`config.mk`:
```
export PLATFORM = sky130hd
export DESIGN_NAME = output_scanout
export DESIGN_NICKNAME = d
export VERILOG_FILES = /design/src/rtl/output_scanout.sv
export SDC_FILE = /design/constraint.sdc
export NUM_CORES = 2
export LEC_CHECK = 0
export ABC_CLOCK_PERIOD_IN_PS = 3300
export CAP_MARGIN = 5
export CELL_PAD_IN_SITES_DETAIL_PLACEMENT = 0
export CELL_PAD_IN_SITES_GLOBAL_PLACEMENT = 1
export CORE_AREA = 2 2 624 626
export DETAILED_ROUTE_END_ITERATION = 12
export DIE_AREA = 0 0 626 628
export HOLD_SLACK_MARGIN = 0.02
export PLACE_DENSITY_LB_ADDON = 0.1
export SKIP_CTS_REPAIR_TIMING = 1
export SYNTH_ARGS = -nofsm -noshare
export SYNTH_HDL_FRONTEND = slang
export SYNTH_SLANG_ARGS = --single-unit
```
`constraint.sdc`:
```
create_clock -name clk -period 3.3 [get_ports clk]
set_clock_uncertainty 0.05 [all_clocks]
set_input_delay 0.33 -clock clk [delete_from_list [all_inputs] [get_ports clk]]
set_output_delay 0.33 -clock clk [all_outputs]
set_load 0.03 [all_outputs]
```
`src/rtl/output_scanout.sv`:
```
// rtl/output_scanout.sv - frame read-out: SRAM block reads serialised into a 24-bit pixel stream
module output_scanout #(
   parameter int ADDR_SIZE_BITS  = 24,
   parameter int WORD_SIZE_BYTES = 3,
   parameter int DATA_SIZE_WORDS = 64,
   parameter int BASE_ADDR       = 143360,
   parameter int NUM_WORDS       = 65536
) (
   input  logic                                         clk,
   input  logic                                         n_rst,
   input  logic                                         out_en,
   output logic                                         busy,
   output logic                                         out_done,
   output logic                                         read_enable,
   output logic [ADDR_SIZE_BITS-1:0]                    address,
   input  logic [WORD_SIZE_BYTES*DATA_SIZE_WORDS*8-1:0] read_data,
   output logic [WORD_SIZE_BYTES*8-1:0]                 pix_data,
   output logic                                         pix_valid,
   input  logic                                         pix_ready,
   output logic                                         pix_last
);
   localparam int PW = WORD_SIZE_BYTES * 8;
   localparam int LW = PW * DATA_SIZE_WORDS;
   localparam int IW = $clog2(DATA_SIZE_WORDS);
   localparam logic [ADDR_SIZE_BITS-1:0] BASE     = ADDR_SIZE_BITS'(BASE_ADDR);
   localparam logic [ADDR_SIZE_BITS-1:0] STEP     = ADDR_SIZE_BITS'(DATA_SIZE_WORDS);
   localparam logic [ADDR_SIZE_BITS-1:0] LAST_OFF = ADDR_SIZE_BITS'(NUM_WORDS - DATA_SIZE_WORDS);
   localparam logic [IW-1:0]             LAST_IDX = IW'(DATA_SIZE_WORDS - 1);

   typedef enum logic [2:0] {IDLE, READ, CAPTURE, STREAM, DONE} state_t;

   state_t                    state;
   logic [ADDR_SIZE_BITS-1:0] off;
   logic [IW-1:0]             idx;
   logic [LW-1:0]             line;

   // Outputs are registered alongside the transition so read_enable is high in the cycle after out_en is sampled.
   always_ff @(posedge clk or negedge n_rst) begin
      if (!n_rst) begin
         state       <= IDLE;
         off         <= '0;
         idx         <= '0;
         line        <= '0;
         busy        <= 1'b0;
         out_done    <= 1'b0;
         read_enable <= 1'b0;
         address     <= '0;
         pix_valid   <= 1'b0;
      end else begin
         case (state)
            IDLE: begin
               off <= '0;
               if (out_en) begin
                  state       <= READ;
                  busy        <= 1'b1;
                  read_enable <= 1'b1;
                  address     <= BASE;
               end
            end
            READ: begin
               read_enable <= 1'b0;
               address     <= '0;
               state       <= CAPTURE;
            end
            CAPTURE: begin
               line      <= read_data;
               idx       <= '0;
               pix_valid <= 1'b1;
               state     <= STREAM;
            end
            STREAM: begin
               if (pix_ready) begin
                  if (idx != LAST_IDX) begin
                     idx <= idx + 1'b1;
                  end else begin
                     pix_valid <= 1'b0;
                     if (off == LAST_OFF) begin
                        out_done <= 1'b1;
                        state    <= DONE;
                     end else begin
                        off         <= off + STEP;
                        read_enable <= 1'b1;
                        address     <= BASE + off + STEP;
                        state       <= READ;
                     end
                  end
               end
            end
            DONE: begin
               out_done <= 1'b0;
               busy     <= 1'b0;
               state    <= IDLE;
            end
            default: state <= IDLE;
         endcase
      end
   end

   // The line register keeps stale data after a frame; gate it so pix_data reads 0 whenever not valid.
   assign pix_data = pix_valid ? line[idx*PW +: PW] : '0;
   assign pix_last = pix_valid && (idx == LAST_IDX) && (off == LAST_OFF);

endmodule

```
* After elaboration in Yosys (flattened, before gate mapping)
Index checks and enable logic that the tools add are counted.
Cells by class: multiply operators 1, add/subtract/negate cells 4, reduce and logical (&&, ||, !) cells 15, muxes and demuxes 31, shifts and indexed selects 1, eq/ne operators 13
Operators by type and width (number):
- 1536-bit by 12-bit variable part select with 24-bit output | 1
- 24-bit 2-to-1 mux | 8
- 24-bit case mux with 3 select lines | 1
- 24-bit by 7-bit adder with 24-bit output, second input constant | 2
- 24-bit case mux with 2 select lines | 1
- 18-bit by 24-bit adder with 24-bit output, first input constant | 1
- 24-bit by 16-bit == test with 1-bit output, second input constant | 1
- 3-bit 2-to-1 mux | 4
- 6-bit 2-to-1 mux | 2
- 2-bit inequality test, second input constant | 6
- 3-bit case mux with 4 select lines | 1
- 6-bit case mux with 2 select lines | 1
- 1-bit 2-to-1 mux | 9
- 3-bit AND reduction | 3
- 6-bit by 2-bit multiplier with 8-bit output, second input constant | 1
- 4-bit AND reduction | 2
- 2-bit nonzero test | 4
- 6-bit by 1-bit adder with 6-bit output, second input constant | 1
- 3-bit by 2-bit == test with 1-bit output, second input constant | 2
- 6-bit == test, second input constant | 1
- 6-bit inequality test, second input constant | 1
- 1-bit case mux with 2 select lines | 3
- 5-bit AND reduction | 1
- 3-bit by 1-bit == test with 1-bit output, second input constant | 1
- other kinds (6) | 7
Storage, ports and cells: register bits after elaboration 1597, input port bits 1540, output and inout bits 53

* Longest topological paths before layout
depth after elaboration 6, depth in mapped cells 9, depth with buffers taken out 6

* Worst setup path after synthesis
OpenSTA, ideal clock, no wires.
path type register to output, from register pix_valid, to output pix_data[16], required time 2.920 ns, data arrival time 2.150 ns, slack 0.770 ns, stages on the path, launching flop included 8, path buffers 2, cells stage by stage dfrtp_1 clkbuf_1 a21boi_0 nand2b_1 clkbuf_1 o221ai_1 a21oi_1 a2bb2oi_1
Between the ends: cells in the longest elaborated chain, start to end 1
RTL lines:
- start, declared | line 18 | output logic pix_valid,
- start signal, assigned | line 48 | pix_valid <= 1'b0;
- start signal, assigned | line 68 | pix_valid <= 1'b1;
- start signal, assigned | line 76 | pix_valid <= 1'b0;
- 24-bit 2-to-1 mux | line 100 | assign pix_data = pix_valid ? line[idx*PW +: PW] : '0;
- end, declared | line 17 | output logic [WORD_SIZE_BYTES*8-1:0] pix_data,
No other way between the ends.

* Worst setup path after layout
from register idx[0], to output pix_data[23]
Between the ends: cells in the longest elaborated chain, start to end 3
RTL lines:
- start, declared | line 34 | logic [IW-1:0] idx;
- start signal, assigned | line 74 | idx <= idx + 1'b1;
- 6-bit by 2-bit multiplier with 8-bit output | line 100
- 1536-bit by 12-bit variable part select with 24-bit output | line 100
- 24-bit 2-to-1 mux | line 100
No other way between the ends.

==> flow_summary.yaml <==
finish:
  fin_nets: 8859
  fillCellCount: 39200
  drive_gt1_share_pct: 38.21
  final_cell_mix: "dfrtp_1 (1578), clkdlybuf4s50_1 (1560), mux2_2 (1546)"
  fin_area_sq_um: 115500
  syn_to_final_growth_pct: 61.93
  final_common_cell: "dfrtp_1"
pwr:
  peakVddDrop_v: 0.0004720
  power.total_w: 0.07022
  cellPowerDensity_nw_per_um2: 607.8
  power_leakage_nw: 44.52
clocking:
  clock_path_buffers: 4
  cts.sinks: 1585
  numCtsBuffers: 213
  cts_root_buf: "clkbuf_16"
  clkSlewWorstSetupHoldPaths_ns: 0.06
  cts_tree: "built"
  cts_max_level: 4
  clock_latency_ns: 0.87
place:
  dp_hpwl_mm: 326.2
  place_area_sq_um: 96570
  io_buffers: 1586
  gp_congestion: 0.8024
  dp_slack_ns: -1.256
logic_synthesis:
  syn_avg_cell_area_sq_um: 16.23
  syn_inst: 4396
  synth.distinct_cells: 61
  ys_async_sr_fraction_pct: 100.0
  synth.cell_area_sq_um: 71340
  synth_area_leaders: "dfrtp_1 (56%), mux2_2 (24%), mux4_2 (12%)"
  yosysSeqAreaShare_pct: 55.60
  synth_edf_count: 0
  ys_ff_latch: 1585
  netlist.area_leader.share_pct: 55.60
  synth_flop_cell: "dfrtp_1"
  yosysTopAreaCell: "dfrtp_1"
  yosysWarningCount: 0
global_route:
  grt_max_degree: 101
  grt_antenna_before_repair: 280
  grt_pass1_vias: 53290
  grt_overflow_total: 0
  grt_pass1_wl_mm: 526.3
  grt_util_all_layers_pct: 20.08
critical_path:
  worstRegToRegCells: 12
  critPathMaxStageDelay_ns: 0.75
  r2r_slack_ns: 0.43
  rr_startpoint: "idx[0]"
  cp_max_fo: 15
  cp_common_cell: "buf_4"
  worstReg2RegEnd: "off[23]"
  critical-path-top-delay-family: "compound AO/OA/AOI/OAI gates"
  path_cells: "buf_12 > buf_12 > buf_4 > mux4_2 > a22oi_2 > buf_4 > a21oi_1 > o32a_1 > buf_4"
  path_buf_inv: 5
  worst-path-stages: 9
  worstPathArrival_ns: 3.85
  worstPathRequired_ns: 2.92
  cp_slowest_cell: "a21oi_1"
  start_kind: "register"
  criticalPathCategory: "reg2out"
  end_kind: "output pin"
drt:
  vias: 53050
  routed_wl_mm: 410.0
  drc_errors: 0
  postRouteAntennaNets: 0
  avgRoutedWirePerCell_um: 32.05
  drt_iter0_markers: 2674
  viasPerCell: 4.147
  drt_pass1_iterations: 5
worst_hold_path:
  hold_path.class: "in2reg"
  holdPathEnd: "line[807]"
  min_from: "read_data[807]"
  hold_depth: 2
die:
  fp-row-count: 229
  pin_count: 1593
  die-area_sq_um: 393100
  initial_core_util_pct: 18.43
  die_h_um: 628
  core-area_sq_um: 387100
  die_x_um: 626
timing:
  hold_viol_final: 0
  worst_slew_pin_slew_ns: 1.031
  clock.fmax_mhz: 236.4
  finalSetupViolCount: 24
  whs_ns: 0.03699
  slew_violations: 0
  finalCriticalPeriod_ns: 4.231
  tns_ns: -17.78
  fin_ws_ns: -0.9308
  post-route-period-util_pct: 128.2
  slew_headroom_pct: 31.07
  rsz0062_at_grt: "true"
status:
  outcome: "complete, but fails checks"
  violations: "negative setup slack"
flow_run:
  drv_cap: 0
-- worst register-to-register path: stages (launching register included) --
cell and delay (ns):
dfrtp_4 0.46, buf_4 0.14, clkbuf_16 0.16, buf_4 0.13, buf_4 0.16, ha_4 0.18, nand4_4 0.13, buf_4 0.20
nor3_4 0.22, buf_4 0.19, o21a_1 0.20, nor2_1 0.14, o41ai_1 0.39
-- sequential cells by signal, summed over array words and instances, names as in the netlist --
signal / flops
line: 1536
address: 18
off: 18
idx: 6
state: 3
busy: 1
out_done: 1
pix_valid: 1
read_enable: 1
-- per-stage QoR --
stage / std cells / util (%)
5_1_grt: 12750 / 29.82
3_3_place_gp: 11230 / 24.95
2_1_floorplan: 4401 / -
3_5_place_dp: 11230 / 24.95
4_1_cts: 11610 / 26.73
6_report: 12790 / 29.84
-- area by class of cell --
cell class | count | area, sq um | share of cell area, %
clock buffer | 321 | 6287 | 5.442
multi-input combinational | 2477 | 31040 | 26.87
clock inverter | 57 | 618.1 | 0.5350
antenna | 115 | 287.8 | 0.2491
tap | 5197 | 6502 | 5.629
sequential | 1585 | 39680 | 34.35
inverter | 7 | 26.28 | 0.02274
timing repair buffer | 3033 | 31080 | 26.91
-- worst max-delay path by stage --
stage,from,slack (ns),to
after detailed placement,idx[0],-1.26,pix_data[22]
after CTS,idx[0],-2.28,pix_data[22]
after global routing,idx[0],-1.0,pix_data[14]
final,idx[0],-0.93,pix_data[23]
after global placement,idx[0],-1.28,pix_data[22]
after floorplan,pix_valid,0.77,pix_data[16]
-- cells in the mapped netlist, types with 5 or more instances --
cell and n:
o21ai_0 23, a22oi_1 71, nand2_1 19, a21oi_1 67, o311ai_1 14, inv_1 7
dfrtp_1 1585, buf_4 16, buf_6 6, o21a_1 5, mux4_2 384, o32a_1 16
o311a_1 8, mux2_2 1549, nor3_1 23, a22o_1 11, clkbuf_1 75, o22ai_1 5
a21o_1 5, xor2_1 8, buf_2 233, nand3_1 10, xnor2_1 13, nand2b_1 7
a2bb2oi_1 11, and3_1 6, o221ai_1 24, nor2_1 41, mux2i_1 90
-- where the power goes --
group | total [W] | switching [W] | internal [W]
combinational | 0.0253 | 0.0138 | 0.0115
sequential | 0.0215 | 0.000821 | 0.0207
clock | 0.0234 | 0.00987 | 0.0136
total | 0.0702 | 0.0245 | 0.0457
-- cell families (layout without fill, tap and decap cells) --
group / count (synthesis) / in the layout / synth area share (%)
compound gates: 290 / 290 / 2.957
xor+xnor: 21 / 21 / 0.2578
fa+ha+maj: 2 / 2 / 0.03507
buf+inv: 339 / 3418 / 2.340
flops: 1585 / 1585 / 55.60
mux: 2023 / 2023 / 37.83
other cells: 1 / 121 / 0.005256
simple gates: 135 / 135 / 0.9751
-- layer usage --
metal / global-route usage, % / part of all wire (%) / vias up
li1: - / - / 22770
met2: 36.10 / 52 / 1571
met3: 4.145 / 4.0 / 739
met4: 7.388 / 3.7 / 72
met1: 23.30 / 40 / 27900
met5: 0 / 0.11 / -
Note: power is estimated with default switching activity, not from simulation.
